$ cat config.mk
export PLATFORM = sky130hd
export DESIGN_NAME = mem_arbiter
export DESIGN_NICKNAME = d
export VERILOG_FILES = /design/src/rtl/mem_arbiter.sv
export SDC_FILE = /design/constraint.sdc
export NUM_CORES = 1
export LEC_CHECK = 0
export ABC_CLOCK_PERIOD_IN_PS = 1900
export BUFFER_PORTS_ARGS = -buffer_cell sky130_fd_sc_hd__clkbuf_2
export CELL_PAD_IN_SITES_DETAIL_PLACEMENT = 0
export CELL_PAD_IN_SITES_GLOBAL_PLACEMENT = 1
export CORE_UTILIZATION = 22
export CTS_CLUSTER_DIAMETER = 40
export DETAILED_ROUTE_END_ITERATION = 8
export GPL_TIMING_DRIVEN = 0
export PLACE_DENSITY = 0.81
export SYNTH_ARGS = -nofsm -noshare
export SYNTH_HDL_FRONTEND = slang
export SYNTH_SLANG_ARGS = --single-unit
$ cat constraint.sdc
create_clock -name clk -period 1.9 [get_ports clk]
set_input_delay 0 -clock clk [delete_from_list [all_inputs] [get_ports clk]]
set_output_delay 0 -clock clk [all_outputs]
set_load 0.005 [all_outputs]
$ cat src/rtl/mem_arbiter.sv
// Two-master arbiter for the shared RAM/IO bus. Each access is sequenced around the RAM's
// one-cycle synchronous read: IDLE -> ACCESS (-> RDATA for reads) -> IDLE.
module mem_arbiter #(
  parameter int ADDR_W = 9,
  parameter int DATA_W = 16,
  parameter int RR     = 1
) (
  input  logic              clk,
  input  logic              reset,
  input  logic [1:0]        m0_cmd,
  input  logic [ADDR_W-1:0] m0_addr,
  input  logic [DATA_W-1:0] m0_wdata,
  output logic              m0_ack,
  input  logic [1:0]        m1_cmd,
  input  logic [ADDR_W-1:0] m1_addr,
  input  logic [DATA_W-1:0] m1_wdata,
  output logic              m1_ack,
  output logic [DATA_W-1:0] rdata,
  output logic [1:0]        grant,
  output logic [1:0]        mem_cmd,
  output logic [ADDR_W-1:0] mem_addr,
  output logic [DATA_W-1:0] mem_wdata,
  input  logic [DATA_W-1:0] mem_rdata
);

  typedef enum logic [1:0] {
    S_IDLE   = 2'd0,
    S_ACCESS = 2'd1,
    S_RDATA  = 2'd2
  } state_t;

  localparam logic [1:0] CMD_NONE  = 2'b00;
  localparam logic [1:0] CMD_READ  = 2'b01;
  localparam logic [1:0] CMD_WRITE = 2'b10;

  function automatic logic cmd_valid(input logic [1:0] c);
    return (c == CMD_READ) || (c == CMD_WRITE);
  endfunction

  state_t      state_q;
  logic        owner_q;       // 0 = m0, 1 = m1
  logic        last_owner_q;
  logic [1:0]  cmd_q;
  logic [1:0]  grant_q;
  logic        m0_ack_q;
  logic        m1_ack_q;

  logic              req0_s;
  logic              req1_s;
  logic              pick1_s;
  logic [1:0]        win_cmd_s;
  logic [ADDR_W-1:0] own_addr_s;
  logic [DATA_W-1:0] own_wdata_s;

  // Winner selection: a tie goes to the master that did not own the bus last (RR) or to m0
  always_comb begin
    req0_s  = cmd_valid(m0_cmd);
    req1_s  = cmd_valid(m1_cmd);
    pick1_s = 1'b0;
    if (req1_s && !req0_s) begin
      pick1_s = 1'b1;
    end else if (req1_s && req0_s && (RR != 0) && !last_owner_q) begin
      pick1_s = 1'b1;
    end else begin
      pick1_s = 1'b0;
    end
    win_cmd_s = pick1_s ? m1_cmd : m0_cmd;
  end

  // Access sequencer with registered grant and acks
  always_ff @(posedge clk) begin
    if (reset) begin
      state_q      <= S_IDLE;
      owner_q      <= 1'b0;
      last_owner_q <= 1'b1;
      cmd_q        <= CMD_NONE;
      grant_q      <= 2'b00;
      m0_ack_q     <= 1'b0;
      m1_ack_q     <= 1'b0;
    end else begin
      case (state_q)
        S_IDLE: begin
          if (req0_s || req1_s) begin
            state_q      <= S_ACCESS;
            owner_q      <= pick1_s;
            last_owner_q <= pick1_s;
            cmd_q        <= win_cmd_s;
            grant_q      <= pick1_s ? 2'b10 : 2'b01;
            m0_ack_q     <= !pick1_s && (win_cmd_s == CMD_WRITE);
            m1_ack_q     <= pick1_s && (win_cmd_s == CMD_WRITE);
          end else begin
            state_q  <= S_IDLE;
            grant_q  <= 2'b00;
            m0_ack_q <= 1'b0;
            m1_ack_q <= 1'b0;
          end
        end
        S_ACCESS: begin
          if (cmd_q == CMD_WRITE) begin
            state_q  <= S_IDLE;
            grant_q  <= 2'b00;
            m0_ack_q <= 1'b0;
            m1_ack_q <= 1'b0;
          end else begin
            state_q  <= S_RDATA;
            m0_ack_q <= !owner_q;
            m1_ack_q <= owner_q;
          end
        end
        S_RDATA: begin
          state_q  <= S_IDLE;
          grant_q  <= 2'b00;
          m0_ack_q <= 1'b0;
          m1_ack_q <= 1'b0;
        end
        default: begin
          state_q  <= S_IDLE;
          grant_q  <= 2'b00;
          m0_ack_q <= 1'b0;
          m1_ack_q <= 1'b0;
        end
      endcase
    end
  end

  // Downstream bus follows the owner's live address/data; RDATA keeps READ asserted
  always_comb begin
    own_addr_s  = owner_q ? m1_addr : m0_addr;
    own_wdata_s = owner_q ? m1_wdata : m0_wdata;
    mem_cmd     = CMD_NONE;
    mem_addr    = {ADDR_W{1'b0}};
    mem_wdata   = {DATA_W{1'b0}};
    rdata       = {DATA_W{1'b0}};
    case (state_q)
      S_ACCESS: begin
        mem_cmd   = cmd_q;
        mem_addr  = own_addr_s;
        mem_wdata = own_wdata_s;
      end
      S_RDATA: begin
        mem_cmd   = CMD_READ;
        mem_addr  = own_addr_s;
        mem_wdata = own_wdata_s;
        rdata     = mem_rdata;
      end
      default: begin
        mem_cmd = CMD_NONE;
      end
    endcase
  end

  assign grant  = grant_q;
  assign m0_ack = m0_ack_q;
  assign m1_ack = m1_ack_q;

endmodule

==> impl_results.md, run 1 <==
- Initial antenna violation count: 0
- FF-to-FF End: m0_ack
- GRT overflow: 0
- Critical path arrival: between 1.5 and 2 ns
- Number of global-route vias before repair: 1,124
- Post-route ant nets: 0
- HPWL after DPL: ~2.6 mm
- Port bufs: between 100 and 150
- Final Max Tran Viols: 0
- Sequential standard cell area: between 200 and 250 µm²
- Async S/R FF share, synth: 0%
- Worst EP required: between 1.5 and 2 ns
- Post-Syn Area: between 0.001 and 0.0015 mm²
- Sequential fraction of the synthesis area: approximately 19%
- # diodes: 0
- Total number of vias: between 1,000 and 1,500
- Crit path depth: 5
- Starting Density: between 20% and 30%
- Core area: between 0.004 and 0.005 mm²
- WS Path Type: register to output pin
- Num rows: 24
- Max_slew headroom: around 69%
- Hold Crit Class: primary input to register
- Synth Flop Type: dfxtp_1
- Net Count, Synth: around 200
- Final Non-Filler Cells: 303
- DR vias/cell: 4.28
- CP Capture Point: mem_addr[5]
- Max_cap viols: 0
- CP Cell Sequence: inv_1 > ha_1 > clkbuf_1 > nor2b_1 > clkbuf_2
- Gr usage total: 11.6%
- Lkg Pwr: ~0.94 nW
- Final Hold Fails: 0
- Synth warnings: 0
- Clock Latency Late Sink: approximately 0.23 ns
- Wirelength, routed: between 3 and 4 mm
- Critical Path Max Stage Delay: approximately 0.43 ns
- Layout cells sized above 1: 50.2%
- H-tree levels: 1
- Crit-path max FO: 10
- Synth-to-layout area growth: 68.5%
- Area of the multi-input gates: 774 µm²
- Max Clk Rate: 0.598 GHz
- Synth top area cells: mux2i_1, dfxtp_1, nor2b_1
- R2R setup slack: 0.56 ns
- Fin crit period: around 1.7 ns
- Full die area: between 0.004 and 0.005 mm²
- Crit path max-delay family: buffers and inverters
- Power per cell area: 586 mW/mm²
- Syn Area/Cell: just under 8 µm²
- Synth Register Bits: 10
- Yosys top cell by area: mux2i_1
- Setup crit end kind: output pin
- CTS Root Cell: clkbuf_8
- Pin slew with the least headroom to its limit: about 0.46 ns
- CTS clk-pin slew, worst paths: 0.05 ns
- Post-synth top area share: 24.3%
- GP Congestion: between 0.7 and 0.8
- R2R cell count: 5
- Global-route wire length before repair: a little under 5 mm
- TritonCTS clock tree: done
- Fill count: around 470
- Die Span Y: around 70 µm
- Layout Skew: 0.00264 ns
- Setup bufs post-CTS: 0
- # IOs: roughly 120
- Peak supply drop: between 200 and 250 µV
- Critical Path Slowest Stage Cell: ha_1
- Number of nets in the layout: 327
- Post-CTS sizing: 0
- Largest net degree at the start of global routing: 11
- Placed insts: 299
- Setup_tns: 0 ns
- CTS hold repair buffers: 0
- Synth unique cells: 29
- Final setup fails: 0
- EDFF count, synth: 0
- Outcome: finished clean
- Gate count of the mapped netlist: between 100 and 150
- DRC Markers: 0
- # clock sinks: 10
- CP Launch Point: state_q[0]
- CTS max path bufs: 2
- Final worst-path cycle share: 88.1%
- Buf/Inv on CP: 3
- Drt wl/cell: 10.0 µm
- Cts bufs inserted: 3
- RR Startpoint: state_q[0]
- DRT Pass-1 Iters: 4
- RSZ-0062 raised after global routing: false
- Initial DRC Count: 23
- Startpoint Class: register
- Die X: slightly above 70 µm
## layout by cell type (no fill, tap or decap), drive strengths merged
| cell | count |
|---|---|
| and3 | 1 |
| nand4 | 1 |
| ha | 3 |
| o22ai | 1 |
| o32a | 1 |
| nor2 | 4 |
| a21oi | 7 |
| o21ai | 3 |
| nor2b | 26 |
| o21bai | 1 |
| nand2b | 1 |
| inv | 6 |
| nand2 | 7 |
| dfxtp | 10 |
| clkbuf | 125 |
| nand3 | 1 |
| and2b | 1 |
| mux2i | 25 |
| buf | 3 |
| a211o | 1 |
| nand3b | 1 |
| xor2 | 2 |
| a32oi | 1 |
| and2 | 17 |
| a21boi | 1 |
| a21bo | 1 |
## metal layers
metal	track usage [%]	vias up	wire, µm
met1	12.9	548	1230
met2	21.4	72	1440
met5	0	-	0
li1	-	673	-
met3	2.60	5	322
met4	4.22	0	43
## Yosys cell counts, types with 2 or more instances
| cell type | n |
|---|---|
| o21ai_0 | 2 |
| nor2_1 | 4 |
| dfxtp_1 | 10 |
| nand2_1 | 7 |
| a21oi_1 | 7 |
| inv_1 | 6 |
| clkbuf_1 | 4 |
| mux2i_1 | 25 |
| nor2b_1 | 26 |
| buf_2 | 2 |
| and2_1 | 17 |
| ha_1 | 3 |
## state kept, by name, indices dropped and copies added, names as in the netlist
| register | flops |
|---|---|
| owner_q | 1 |
| m1_ack | 1 |
| m0_ack | 1 |
| grant | 2 |
| state_q | 2 |
| last_owner_q | 1 |
| cmd_q | 2 |
## final cells by class
class	count	area share [%]
Buffer	7	1.87
Clock buffer	4	3.17
Inverter	6	1.30
Multi-Input combinational cell	107	44.6
Sequential cell	10	11.5
Tap cell	52	3.75
Timing Repair Buffer	117	33.7
## worst register-to-register path: stages (launching register included)
cell     delay [ns]
dfxtp_1        0.31
inv_1          0.07
ha_1           0.29
a21bo_1        0.24
o32a_1         0.28
nor2_1         0.08
## worst min path at each step
stage,start,end,depth (start not counted)
after floorplan,mem_rdata[0],rdata[0],1
after global placement,mem_rdata[5],rdata[5],3
after detailed placement,mem_rdata[12],rdata[12],3
after CTS,reset,state_q[0],2
after global routing,reset,state_q[0],2
final,reset,state_q[0],2
## report_power, final
group	switching, mW	total, mW	internal [mW]
logic	0.234	0.503	0.269
registers	0.0138	0.250	0.237
clock network	0.0820	0.264	0.182
total	0.330	1.02	0.687
## logic make-up after synthesis
kind of cell | after synthesis | share of synthesized area (%)
xor gates and xnor gates | 2 | 2.43
and+or+nand+nor | 60 | 33.9
adders and majority gates | 3 | 3.65
DFF | 10 | 19.4
AOI/OAI and AO/OA | 17 | 10.9
buffers and inverters | 13 | 5.35
muxes | 25 | 24.3
## per-stage QoR
stage	setup slack [ns]	cell area (µm²)	utilization, %	power (mW)	hold WS, ns
3_5_place_dp	0.436	1680	38.1	0.766	0.272
6_report	0.226	1740	39.3	1.02	0.101
3_3_place_gp	0.450	1680	38.1	0.760	0.271
2_1_floorplan	0.670	1030	-	0.549	0.110
5_1_grt	0.0399	1740	39.3	1.09	0.137
4_1_cts	0.175	1740	39.3	1.03	0.107
Power figures use the tool's default switching activity.
==> run 2, diff against run 1 <==
--- a/config.mk
+++ b/config.mk
@@ -5,15 +5,16 @@
 export SDC_FILE = /design/constraint.sdc
 export NUM_CORES = 1
 export LEC_CHECK = 0
+export ABC_AREA = 1
 export ABC_CLOCK_PERIOD_IN_PS = 1900
 export BUFFER_PORTS_ARGS = -buffer_cell sky130_fd_sc_hd__clkbuf_2
 export CELL_PAD_IN_SITES_DETAIL_PLACEMENT = 0
 export CELL_PAD_IN_SITES_GLOBAL_PLACEMENT = 1
-export CORE_UTILIZATION = 22
+export CORE_UTILIZATION = 20
 export CTS_CLUSTER_DIAMETER = 40
 export DETAILED_ROUTE_END_ITERATION = 8
 export GPL_TIMING_DRIVEN = 0
-export PLACE_DENSITY = 0.81
+export PLACE_DENSITY = 0.84
 export SYNTH_ARGS = -nofsm -noshare
 export SYNTH_HDL_FRONTEND = slang
 export SYNTH_SLANG_ARGS = --single-unit
==> impl_results.md, run 2 <==
- Top-count cell post-synth: nor2_1 (was nor2b_1)
- Core area: 0.00472 mm² (was 0.00441 mm²)
- Total number of vias: 1,509 (was 1,298)
- Wirelength, routed: 3.22 mm (was 3.03 mm)
- Clock Latency Late Sink: 0.23 ns (about the same)
- Outcome: finished clean (unchanged)
- CP Cell Sequence: inv_1 > ha_1 > clkbuf_2 > o21ai_0 > nor2_1 > clkbuf_2 (was inv_1 > ha_1 > clkbuf_1 > nor2b_1 > clkbuf_2)
- Commonest non-fill, non-tap cells in the layout: clkbuf_2, nor2_1, nand2_1 (was clkbuf_2, nor2b_1, mux2i_1)
- CTS max path bufs: 2 (unchanged)
- Post-Syn Area: 982 µm² (was 0.00103 mm²)
- Max_cap viols: 0 (unchanged)
- Max Clk Rate: 0.622 GHz (was 0.598 GHz)
- Die Span Y: 72.1 µm (was 70.4 µm)
- Pwr Total: 0.918 mW (was 1.02 mW)
- Met2 WL: 1.63 mm (was 1.44 mm)
- Mux contribution to synthesized area: 0% (was 24.3%)
- Post-Synth XOR/XNOR Area: 0% (was 2.43%)
- Met3 wire len: 245 µm (was 322 µm)
- Initial antenna violation count: 0 (unchanged)
- Post-route ant nets: 0 (unchanged)
- Setup crit end kind: output pin (unchanged)
- DRT Pass-1 Iters: 4 (unchanged)
- GRT overflow: 0 (unchanged)
- Number of nets in the layout: 387 (was 327)
- Final Instance Area: 0.00171 mm² (was 0.00174 mm²)
- Net Count, Synth: 265 (was 205)
- Topmost layer with routed signal wires: met4 (unchanged)
- DP Area: 0.00165 mm² (was 0.00168 mm²)
- Starting Density: 20.8% (was 23.3%)
- Layout cells sized above 1: 43.4% (was 50.2%)
- Commonest non-fill, non-tap cell in the layout: clkbuf_2 (unchanged)
- Simple-gate share of the synthesized area: 41.3% (was 33.9%)
- Drt wl/cell: 8.51 µm (was 10.0 µm)
- Critical Path Max Stage Delay: 0.40 ns (was 0.43 ns)
- Syn Area/Cell: 5.17 µm² (was 7.92 µm²)
- CTS hold repair buffers: 0 (unchanged)
- Full die area: 0.00520 mm² (was 0.00496 mm²)
- Pin slew with the least headroom to its limit: 0.372 ns (was 0.461 ns)
- Startpoint Class: register (unchanged)
- Synth Register Bits: 10 (unchanged)
- Hold Crit Class: primary input to register (unchanged)
- Peak supply drop: 225 µV (was 207 µV)
- Synth Area in Compound Gates: 18.3% (was 10.9%)
- Worst EP required: 1.90 ns (about the same)
- Setup_tns: 0 ns (unchanged)
- CTS Root Cell: clkbuf_8 (unchanged)
- DRC Markers: 0 (unchanged)
- GP Congestion: 0.726 (was 0.722)
- Crit-path max FO: 10 (unchanged)
- Sequential fraction of the synthesis area: 20.4% (was 19.4%)
- Port bufs: 117 (unchanged)
- Synth Flop Type: dfxtp_1 (unchanged)
- Max_slew headroom: 75.2% (was 69.0%)
- EDFF count, synth: 0 (unchanged)
- Final worst-path cycle share: 84.6% (was 88.1%)
- Met1 Routed Length: 1.32 mm (was 1.23 mm)
- DR vias/cell: 3.99 (was 4.28)
- RSZ-0062 raised after global routing: false (unchanged)
- Final setup fails: 0 (unchanged)
- WS Path Type: register to output pin (unchanged)
- Layout Skew: 0.00131 ns (was 0.00264 ns)
- Post-synth top area share: 21.0% (was 24.3%)
- Synth-to-layout area growth: 74.0% (was 68.5%)
- Largest net degree at the start of global routing: 11 (unchanged)
- Yosys top cell by area: nor2_1 (was mux2i_1)
- Async S/R FF share, synth: 0% (unchanged)
- Power per cell area: 537 mW/mm² (was 586 mW/mm²)
- Combinational family with the most area after synthesis: simple AND/OR/NAND/NOR gates (unchanged)
- Cts bufs inserted: 3 (unchanged)
- Lkg Pwr: 1.15 nW (was 0.940 nW)
- # IOs: 119 (unchanged)
- Num rows: 25 (was 24)
- Number of global-route vias before repair: 1,259 (was 1,124)
- Fin crit period: 1.61 ns (was 1.67 ns)
- Critical path arrival: 1.61 ns (was 1.67 ns)
- CTS clk-pin slew, worst paths: 0.05 ns (about the same)
- HPWL after DPL: 2.80 mm (was 2.56 mm)
- Global-route wire length before repair: 5.19 mm (was 4.81 mm)
- Synth Area in Adders: 3.82% (was 3.65%)
- Initial DRC Count: 22 (was 23)
- Gr usage total: 12.1% (was 11.6%)
- Most numerous cell on the critical path: clkbuf_2
- # diodes: 0 (unchanged)
- Top post-synthesis cells by count: nor2_1, nand2_1, inv_1, o21ai_0, dfxtp_1 (was nor2b_1, mux2i_1, and2_1, dfxtp_1)
- Final Hold Fails: 0 (unchanged)
- Synth top area cells: nor2_1, dfxtp_1, nand2_1 (was mux2i_1, dfxtp_1, nor2b_1)
- Synth unique cells: 20 (was 29)
- # clock sinks: 10 (unchanged)
- Gate count of the mapped netlist: 190 (was 130)
- H-tree levels: 1 (unchanged)
- Final Max Tran Viols: 0 (unchanged)
- TritonCTS clock tree: done (unchanged)
- Critical Path Slowest Stage Cell: ha_1 (unchanged)
- Die X: 72.1 µm (was 70.4 µm)
- Synth warnings: 0 (unchanged)
## run 2: power by group
part	internal, mW	switching (mW)
logic	0.192	0.228
registers	0.233	0.0104
clock network	0.181	0.0731
total	0.606	0.312
## run 2: layout make-up
class | instances | area (µm²)
Buffer | 10 | 45.0
Clock buffer | 4 | 55.1
Fill cell | 547 | 3010
Inverter | 31 | 116
Multi-Input combinational cell | 139 | 623
Sequential cell | 10 | 200
Tap cell | 67 | 83.8
Timing Repair Buffer | 117 | 586
## run 2: final timing paths
kind / depth (start not counted) / slack [ns] / endpoint / from
max: 6 / 0.29 / mem_wdata[13] / state_q[0]
max reg2reg: 6 / 0.74 / m0_ack / state_q[0]
min reg2reg: 2 / 0.45 / grant[0] / grant[0]
min: 2 / 0.11 / m1_ack / reset
## run 2: cells by family (layout without fill, tap and decap cells)
logic type	after synthesis	in the layout
and+or+nand+nor	103	103
adders and majority gates	3	3
AOI/OAI and AO/OA	33	33
buffers and inverters	41	162
DFF	10	10
## run 2: per-layer routing
layer / up-vias / track usage [%]
met5: - / 0
met4: 0 / 2.61
met2: 73 / 23.6
li1: 818 / -
met3: 4 / 2.36
met1: 614 / 13.2
## run 2: what timing repair did
action                                  in CTS  in global routing
setup buffers                                0                  0
resized for setup                            0                  3
endpoints found under the setup margin       0                 15
## run 2: per-stage QoR
stage	util, %	hold WS [ns]	setup slack [ns]	std cells
2_1_floorplan	-	0.0721	0.749	190
3_3_place_gp	35.0	0.243	0.394	374
3_5_place_dp	35.0	0.246	0.376	374
4_1_cts	36.1	0.104	0.129	378
5_1_grt	36.2	0.125	0.0556	378
6_report	36.2	0.106	0.292	378
## run 2: worst max-delay path: cells and delay by family, from the launching register on
family	cells	cell delay, ns
fa+ha+maj	1	0.40
simple gates	1	0.11
compound gates	1	0.11
flops	1	0.33
buf+inv	3	0.42
